==> src/rtl/bus_resolver_n.sv <==
// Clocked two-state model of a shared multi-driver bus with keeper,
// TRI/TRIAND/TRIOR/PRIORITY resolution and contention bookkeeping.
module bus_resolver_n #(
    parameter int N_DRV = 4,
    parameter int W     = 8,
    parameter int CNT_W = 8
) (
    input  logic               clk,
    input  logic               rst,
    input  logic [1:0]         mode,
    input  logic [N_DRV*W-1:0] drv_data,
    input  logic [N_DRV-1:0]   drv_en,
    input  logic               clr,
    output logic [W-1:0]       bus_out,
    output logic [W-1:0]       bus_z,
    output logic [W-1:0]       bus_conf,
    output logic               contention,
    output logic               err_sticky,
    output logic [CNT_W-1:0]   contention_cnt
);

    localparam logic [1:0] M_TRI  = 2'b00;
    localparam logic [1:0] M_AND  = 2'b01;
    localparam logic [1:0] M_OR   = 2'b10;
    localparam logic [1:0] M_PRIO = 2'b11;

    localparam logic [CNT_W-1:0] CNT_MAX = '1;

    logic               any_en;
    logic               multi_en;
    logic [W-1:0]       and_v;
    logic [W-1:0]       or_v;
    logic [W-1:0]       prio_v;
    logic [W-1:0]       out_n;
    logic [W-1:0]       z_n;
    logic [W-1:0]       conf_n;
    logic               cont_n;

    // Clearing the lowest set bit leaves something only if two or more are set.
    assign any_en   = |drv_en;
    assign multi_en = |(drv_en & (drv_en - 1'b1));

    always_comb begin
        and_v  = '1;
        or_v   = '0;
        prio_v = '0;
        for (int i = 0; i < N_DRV; i++) begin
            if (drv_en[i]) begin
                and_v = and_v & drv_data[i*W +: W];
                or_v  = or_v  | drv_data[i*W +: W];
            end
        end
        // Walk downward so the lowest-index enabled driver is applied last.
        for (int i = N_DRV - 1; i >= 0; i--) begin
            if (drv_en[i]) begin
                prio_v = drv_data[i*W +: W];
            end
        end
    end

    always_comb begin
        out_n  = bus_out;
        z_n    = '1;
        conf_n = '0;
        if (any_en) begin
            z_n = '0;
            unique case (mode)
                M_TRI: begin
                    conf_n = and_v ^ or_v;
                    out_n  = (or_v & ~conf_n) | (bus_out & conf_n);
                end
                M_AND: begin
                    out_n = and_v;
                end
                M_OR: begin
                    out_n = or_v;
                end
                M_PRIO: begin
                    out_n  = prio_v;
                    conf_n = multi_en ? '1 : '0;
                end
                default: begin
                    out_n = bus_out;
                end
            endcase
        end
    end

    assign cont_n = |conf_n;

    always_ff @(posedge clk) begin
        if (rst) begin
            bus_out    <= '0;
            bus_z      <= '1;
            bus_conf   <= '0;
            contention <= 1'b0;
        end else begin
            bus_out    <= out_n;
            bus_z      <= z_n;
            bus_conf   <= conf_n;
            contention <= cont_n;
        end
    end

    // clr beats a same-cycle contention; the contention flag itself is unaffected.
    always_ff @(posedge clk) begin
        if (rst) begin
            err_sticky     <= 1'b0;
            contention_cnt <= '0;
        end else if (clr) begin
            err_sticky     <= 1'b0;
            contention_cnt <= '0;
        end else if (cont_n) begin
            err_sticky <= 1'b1;
            if (contention_cnt != CNT_MAX) begin
                contention_cnt <= contention_cnt + 1'b1;
            end
        end
    end

endmodule

==> config.mk <==
export PLATFORM = sky130hd
export DESIGN_NAME = bus_resolver_n
export DESIGN_NICKNAME = d
export VERILOG_FILES = /design/src/rtl/bus_resolver_n.sv
export SDC_FILE = /design/constraint.sdc
export NUM_CORES = 1
export LEC_CHECK = 0
export BUFFER_PORTS_ARGS = -buffer_cell sky130_fd_sc_hd__buf_2
export CORE_AREA = 2 2 73 75
export DETAILED_ROUTE_END_ITERATION = 10
export DIE_AREA = 0 0 75 77
export GPL_TIMING_DRIVEN = 0
export PLACE_DENSITY = 0.81
export SYNTH_ARGS = -nofsm -noshare
export SYNTH_HDL_FRONTEND = slang
export SYNTH_SLANG_ARGS = --single-unit
==> constraint.sdc <==
create_clock -name clk -period 2.6 [get_ports clk]
set_clock_uncertainty 0.2 [all_clocks]
set_input_delay 0.65 -clock clk [delete_from_list [all_inputs] [get_ports clk]]
set_output_delay 0.65 -clock clk [all_outputs]
set_load 0.02 [all_outputs]
==> metrics, run 1 <==
outcome=finished, final reports clean; Post-synth EDFFs=0; worst hold-check slack=0.274 ns; area of the multi-input gates=1690 um2; Clock Latency Late Sink=0.28 ns; CP bufs+invs=2; setup ws final=0.0249 ns; number of synthesis warnings=0; post-synthesis sequential area ratio=0.245; Max stage delay on crit path=0.42 ns; crit path DAT=between 2 and 3 ns; post-layout minimum cycle time=2.58 ns; std cell rows=26; Max FO, Critical Path=6; R2R setup slack=0.75 ns; Diodes inserted=0; first-pass detailed-route iteration total=5; CTS tree=done; share of the synthesized area in the top cell type=0.245; Die Height=77 um; Worst Hold Depth=2; # fillers=443; post-DP HPWL=between 4000 and 5000 um; routed vias=2,496; Pwr Density=a little under 400 nW/um2; Max Clk Rate=approximately 390 MHz; Yosys reg bits=27; share of cells above drive strength 1=0.425; clk buf depth=2; Worst setup EP type=register; Die W=roughly 75 um; Setup TNS=0 ns; all-layer global routing usage=0.213; dpl ws=-0.499 ns; Root Buffer=clkbuf_8; Port Buf Inserts=72; Total Power=1.20 mW; Yosys top cell by area=dfxtp_1; largest cells by area after synthesis=dfxtp_1, a22oi_1, nand2_1, a221oi_1, a21oi_1; pin count of the biggest net entering global routing=17; final setup vio count=0; maximum vdd ir drop=approximately 240 uV; initial antenna violation count=0; RR Startpoint=contention_cnt[4]; Ports=between 70 and 80; final hold violations=0; Max-Cap Viols=0; Clock transition at path regs=0.10 ns; H-tree depth=1; CP Data Required Time=approximately 2.6 ns; drt drc=0; synthesized net count=around 330; average size of a mapped cell=just under 8 um2; initial drt markers=between 150 and 200; core area=4980 um2; worst setup path category=in2reg; first-pass GRT wire length=10,100 um; P_leak=1.33 nW; Util after Layout=0.620; critical path cell sequence=buf_2, nor2b_2, a2111oi_4, nor2_4, o41ai_4, a211oi_4, o21bai_4, buf_6, xnor2_1, and2_1; RSZ-0062 raised after global routing=yes; clk sinks=27; cell count of the worst reg-to-reg path=8; Syn-to-layout area delta=39.8%; die footprint=5780 um2; Slew headroom=0.665; Critical Path Source Type=input port; grt ovf=0; initial core utilization=0.443; Num CTS Buffers=3; period utilization=0.990; RePlAce Congestion=0.918; DR WL/cell=about 15 um; fin. max-slew vios=0; reg2reg end=contention_cnt[7]; most common cell in the netlist=nand2_1; worst-path cell with the longest stage delay=a2111oi_4; main flop type after synthesis=dfxtp_1; cell count after synthesis=~280; Worst-Margin Slew=0.503 ns; Netlist cell types=54; hold_buf cts=0; Async S/R FF share, synth=0; synth cell count leaders=nand2_1, dfxtp_1, a21oi_1, nor2_1, a22oi_1; mapped cell area=2210 um2; Final ANT Viol Nets=0; Total Wirelength=6750 um; DR vias/cell=5.69; Storage cell area=541 um2; worst hold-check path type=reg2reg; Top delay family on crit path=compound AO/OA/AOI/OAI gates; vias in the first global route=2,254; Total Nets Final=416
final cells by class:
type	count	share of cell area
clock inverters	1	0.00243
well taps	70	0.0284
plain buffers	26	0.0657
clock buffers	3	0.0134
repair buffers	85	0.154
flip-flops and latches	27	0.175
multi-input cells	215	0.546
inverters	12	0.0146
cells by family (layout without fill, tap and decap cells):
family,after synthesis,after routing,synth area share
xor gates and xnor gates,6,6,0.0238
muxes,1,1,0.00454
buffers and inverters,39,127,0.0986
DFF,27,27,0.245
AOI/OAI and AO/OA,92,92,0.330
and+or+nand+nor,110,110,0.265
adders and majority gates,6,6,0.0329
worst min-delay path, stage by stage (launching register included):
cell	delay (ns)
dfxtp_1	0.32
nand2b_1	0.06
a21oi_1	0.06
how the worst max path moves through the flow:
stage,to,cells after the start,start,slack (ns)
2_1_floorplan,contention_cnt[1],8,drv_en[3],-0.02
3_3_place_gp,register,10,drv_en[2],-0.49
3_5_place_dp,register,10,drv_en[2],-0.50
4_1_cts,contention_cnt[4],11,drv_en[2],0.0008
5_1_grt,contention_cnt[1],11,drv_en[0],-0.07
6_report,contention_cnt[3],10,drv_en[0],0.02
layer usage:
layer,GRT usage,up-vias,wire (um)
met1,0.292,1158,2830
li1,-,1206,-
met3,0.0289,17,438
met5,0,-,0
met4,0.0732,0,151
met2,0.336,115,3330
cells in the final DEF, fill, tap and decap left out, types with 4 or more instances in the layout:
cell / count
o22ai_1: 4
o2111ai_2: 4
nand2_1: 28
nor2_1: 15
buf_6: 8
a21oi_1: 15
a221oi_1: 13
o211ai_1: 5
o21ai_0: 6
a22oi_1: 11
a22oi_2: 5
buf_2: 72
clkbuf_1: 7
buf_4: 19
a21oi_2: 6
a2bb2oi_1: 4
inv_1: 11
nor2_4: 5
nor2b_1: 13
dfxtp_1: 27
ha_1: 5
o31ai_1: 4
nand2b_1: 14
where the power goes:
group	leakage (nW)	total, mW	switching (mW)	internal (mW)
combinational	1.09	0.514	0.293	0.220
clock	0.0217	0.239	0.130	0.109
sequential	0.221	0.451	0.0129	0.438
repair_timing:
item                                    CTS  global route
setup buffers                             3            10
resized for setup                        14            53
cloned                                    0             0
hold endpoints to repair                  0             0
endpoints found under the setup margin   14            16
pin swaps                                 8            21
stage by stage:
step	area [um2]	std cells
3_5_place_dp	2660	423
2_1_floorplan	2210	281
6_report	3090	439
3_3_place_gp	2660	423
4_1_cts	2800	430
5_1_grt	3090	439
(Power assumes the default switching activity.)
==> inputs of run 2 (changes only) <==
--- a/config.mk
+++ b/config.mk
@@ -10,7 +10,7 @@
 export DETAILED_ROUTE_END_ITERATION = 10
 export DIE_AREA = 0 0 75 77
 export GPL_TIMING_DRIVEN = 0
-export PLACE_DENSITY = 0.81
+export PLACE_DENSITY = 0.73
 export SYNTH_ARGS = -nofsm -noshare
 export SYNTH_HDL_FRONTEND = slang
 export SYNTH_SLANG_ARGS = --single-unit
==> metrics, run 2 (synthesized netlist as in run 1, its figures left out) <==
Switching Share=0.372 (was 0.363); grt ovf=0 (unchanged); die footprint=5780 um2 (unchanged); dpl cells=423 (unchanged); std cell rows=26 (unchanged); final hold violations=0 (unchanged); Top delay family on crit path=simple AND/OR/NAND/NOR gates (was compound AO/OA/AOI/OAI gates); CP bufs+invs=2 (unchanged); clk sinks=27 (unchanged); Pint=0.794 mW (was 0.767 mW); vias in the first global route=2,324 (was 2,254); CP Data Required Time=2.62 ns (was 2.58 ns); area of the multi-input gates=1770 um2 (was 1690 um2); commonest non-fill, non-tap cell in the layout=buf_2 (unchanged); reg2reg end=contention_cnt[7] (unchanged); dpl ws=-0.507 ns (was -0.499 ns); R2R setup slack=0.69 ns (was 0.75 ns); first-pass GRT wire length=10,800 um (was 10,100 um); Clock transition at path regs=0.10 ns (about the same); Die Height=77 um (unchanged); final setup vio count=0 (unchanged); Max-Cap Viols=0 (unchanged); clock power share=0.194 (was 0.199); cell count of the worst reg-to-reg path=8 (unchanged); worst hold-check path type=reg2reg (unchanged); Slew headroom=0.675 (was 0.665); maximum vdd ir drop=264 uV (was 240 uV); Total Wirelength=7510 um (was 6750 um); Max FO, Critical Path=7 (was 6); Worst setup endpoint=contention_cnt[7] (was contention_cnt[3]); CTS tree=done (unchanged); Seq pwr share=0.357 (was 0.375); core area=4980 um2 (unchanged); crit path DAT=2.61 ns (was 2.56 ns); Max stage delay on crit path=0.46 ns (was 0.42 ns); Num CTS Buffers=3 (unchanged); first-pass detailed-route iteration total=4 (was 5); routed vias=2,593 (was 2,496); fin. max-slew vios=0 (unchanged); critical path depth in cells=9 (was 10); pin count of the biggest net entering global routing=17 (unchanged); Critical Path Source Type=input port (unchanged); clk buf depth=2 (unchanged); setup ws final=0.0133 ns (was 0.0249 ns); Pwr Density=386 nW/um2 (was 390 nW/um2); Clock Latency Late Sink=0.27 ns (was 0.28 ns); DR vias/cell=5.88 (was 5.69); DR WL/cell=17.0 um (was 15.4 um); worst-path cell with the longest stage delay=a211oi_4 (was a2111oi_4); crit path launch=drv_en[1] (was drv_en[0]); Diodes inserted=0 (unchanged); Worst setup EP type=register (unchanged); H-tree depth=1 (unchanged); RR Startpoint=contention_cnt[4] (unchanged); initial drt markers=267 (was 185); initial core utilization=0.443 (unchanged); initial antenna violation count=0 (unchanged); RSZ-0062 raised after global routing=yes (unchanged); Total Nets Final=418 (was 416); post-DP HPWL=4830 um (was 4710 um); Switch Pwr=0.471 mW (was 0.437 mW); Die W=75 um (unchanged); # fillers=403 (was 443); Port Buf Inserts=72 (unchanged); worst setup path category=in2reg (unchanged); Syn-to-layout area delta=48.4% (was 39.8%); post-layout minimum cycle time=2.59 ns (was 2.58 ns); critical path cell sequence=buf_12, or2_4, nor3_4, buf_6, o41ai_4, a211oi_4, o21bai_4, or3_4, a21oi_2 (was buf_2, nor2b_2, a2111oi_4, nor2_4, o41ai_4, a211oi_4, o21bai_4, buf_6, xnor2_1, and2_1); Root Buffer=clkbuf_8 (unchanged); all-layer global routing usage=0.232 (was 0.213); Comb pwr share=0.449 (was 0.427); Max Clk Rate=387 MHz (was 388 MHz); Ports=75 (unchanged); most frequent cells in the layout=buf_2, nand2_1, dfxtp_1, buf_4 (unchanged); RePlAce Congestion=0.902 (was 0.918); P_leak=1.40 nW (was 1.33 nW); Final ANT Viol Nets=0 (unchanged); drt drc=0 (unchanged); Final Non-Filler Cells=441 (was 439); Setup TNS=0 ns (unchanged); Worst-Margin Slew=0.487 ns (was 0.503 ns); share of cells above drive strength 1=0.447 (was 0.425); Storage cell area=541 um2 (unchanged); period utilization=0.995 (was 0.990); outcome=finished, final reports clean (unchanged)
run 2: changes by cell type in the layout (fill, tap and decap cells not counted), moves of 3 or more:
cell     before  now
a22oi_1      11    8
a21oi_4       0    4
a21oi_2       6    2
a22oi_2       5    8
buf_2        72   68
run 2: cell type report:
type / instances / area share
plain buffers: 26 / 0.0673
clock buffers: 3 / 0.0126
clock inverters: 1 / 0.00229
inverters: 12 / 0.0138
multi-input cells: 215 / 0.542
flip-flops and latches: 27 / 0.165
well taps: 70 / 0.0267
repair buffers: 87 / 0.170
run 2: per-stage QoR:
step	hold WS, ns	total power [mW]	area, um2	util
finish	0.282	1.26	3270	0.658
floorplan	0.347	0.754	2210	-
detailed placement	0.268	0.881	2660	0.534
global route	0.296	1.32	3270	0.658
CTS	0.283	1.16	2830	0.568
global placement	0.261	0.874	2660	0.534
run 2: timing repair:
action,4_1_cts,5_1_grt
hold buffers,0,0
setup endpoints to repair,16,16
buffers inserted,2,11
pin swaps,4,25
cloned,0,2
resized for setup,21,71
run 2: how the worst min path moves through the flow:
| stage | to | from | depth (start not counted) | slack (ns) |
|---|---|---|---|---|
| CTS | register | register | 2 | 0.28 |
| finish | register | register | 2 | 0.28 |
| detailed placement | register | register | 2 | 0.27 |
| floorplan | register | register | 2 | 0.35 |
| global route | register | register | 2 | 0.30 |
| global placement | register | register | 2 | 0.26 |
run 2: tightest hold or removal path, delay by kind of cell, from the launching register on:
| family | cells | cell delay, ns |
|---|---|---|
| flops | 1 | 0.32 |
| compound gates | 1 | 0.06 |
| simple gates | 1 | 0.07 |
run 2: layer usage:
metal / GRT usage / wire (um) / part of all wire
met2: 0.381 / 3710 / 0.49
met1: 0.326 / 3120 / 0.42
met5: 0 / 0 / 0
met3: 0.0237 / 550 / 0.073
met4: 0.0464 / 125 / 0.017
run 2: power groups by stage:
stage	logic, mW	clock network [mW]	registers (mW)
floorplan	0.263	0	0.491
global placement	0.414	0	0.461
detailed placement	0.420	0	0.461
CTS	0.456	0.252	0.451
global route	0.606	0.264	0.454
finish	0.568	0.246	0.451
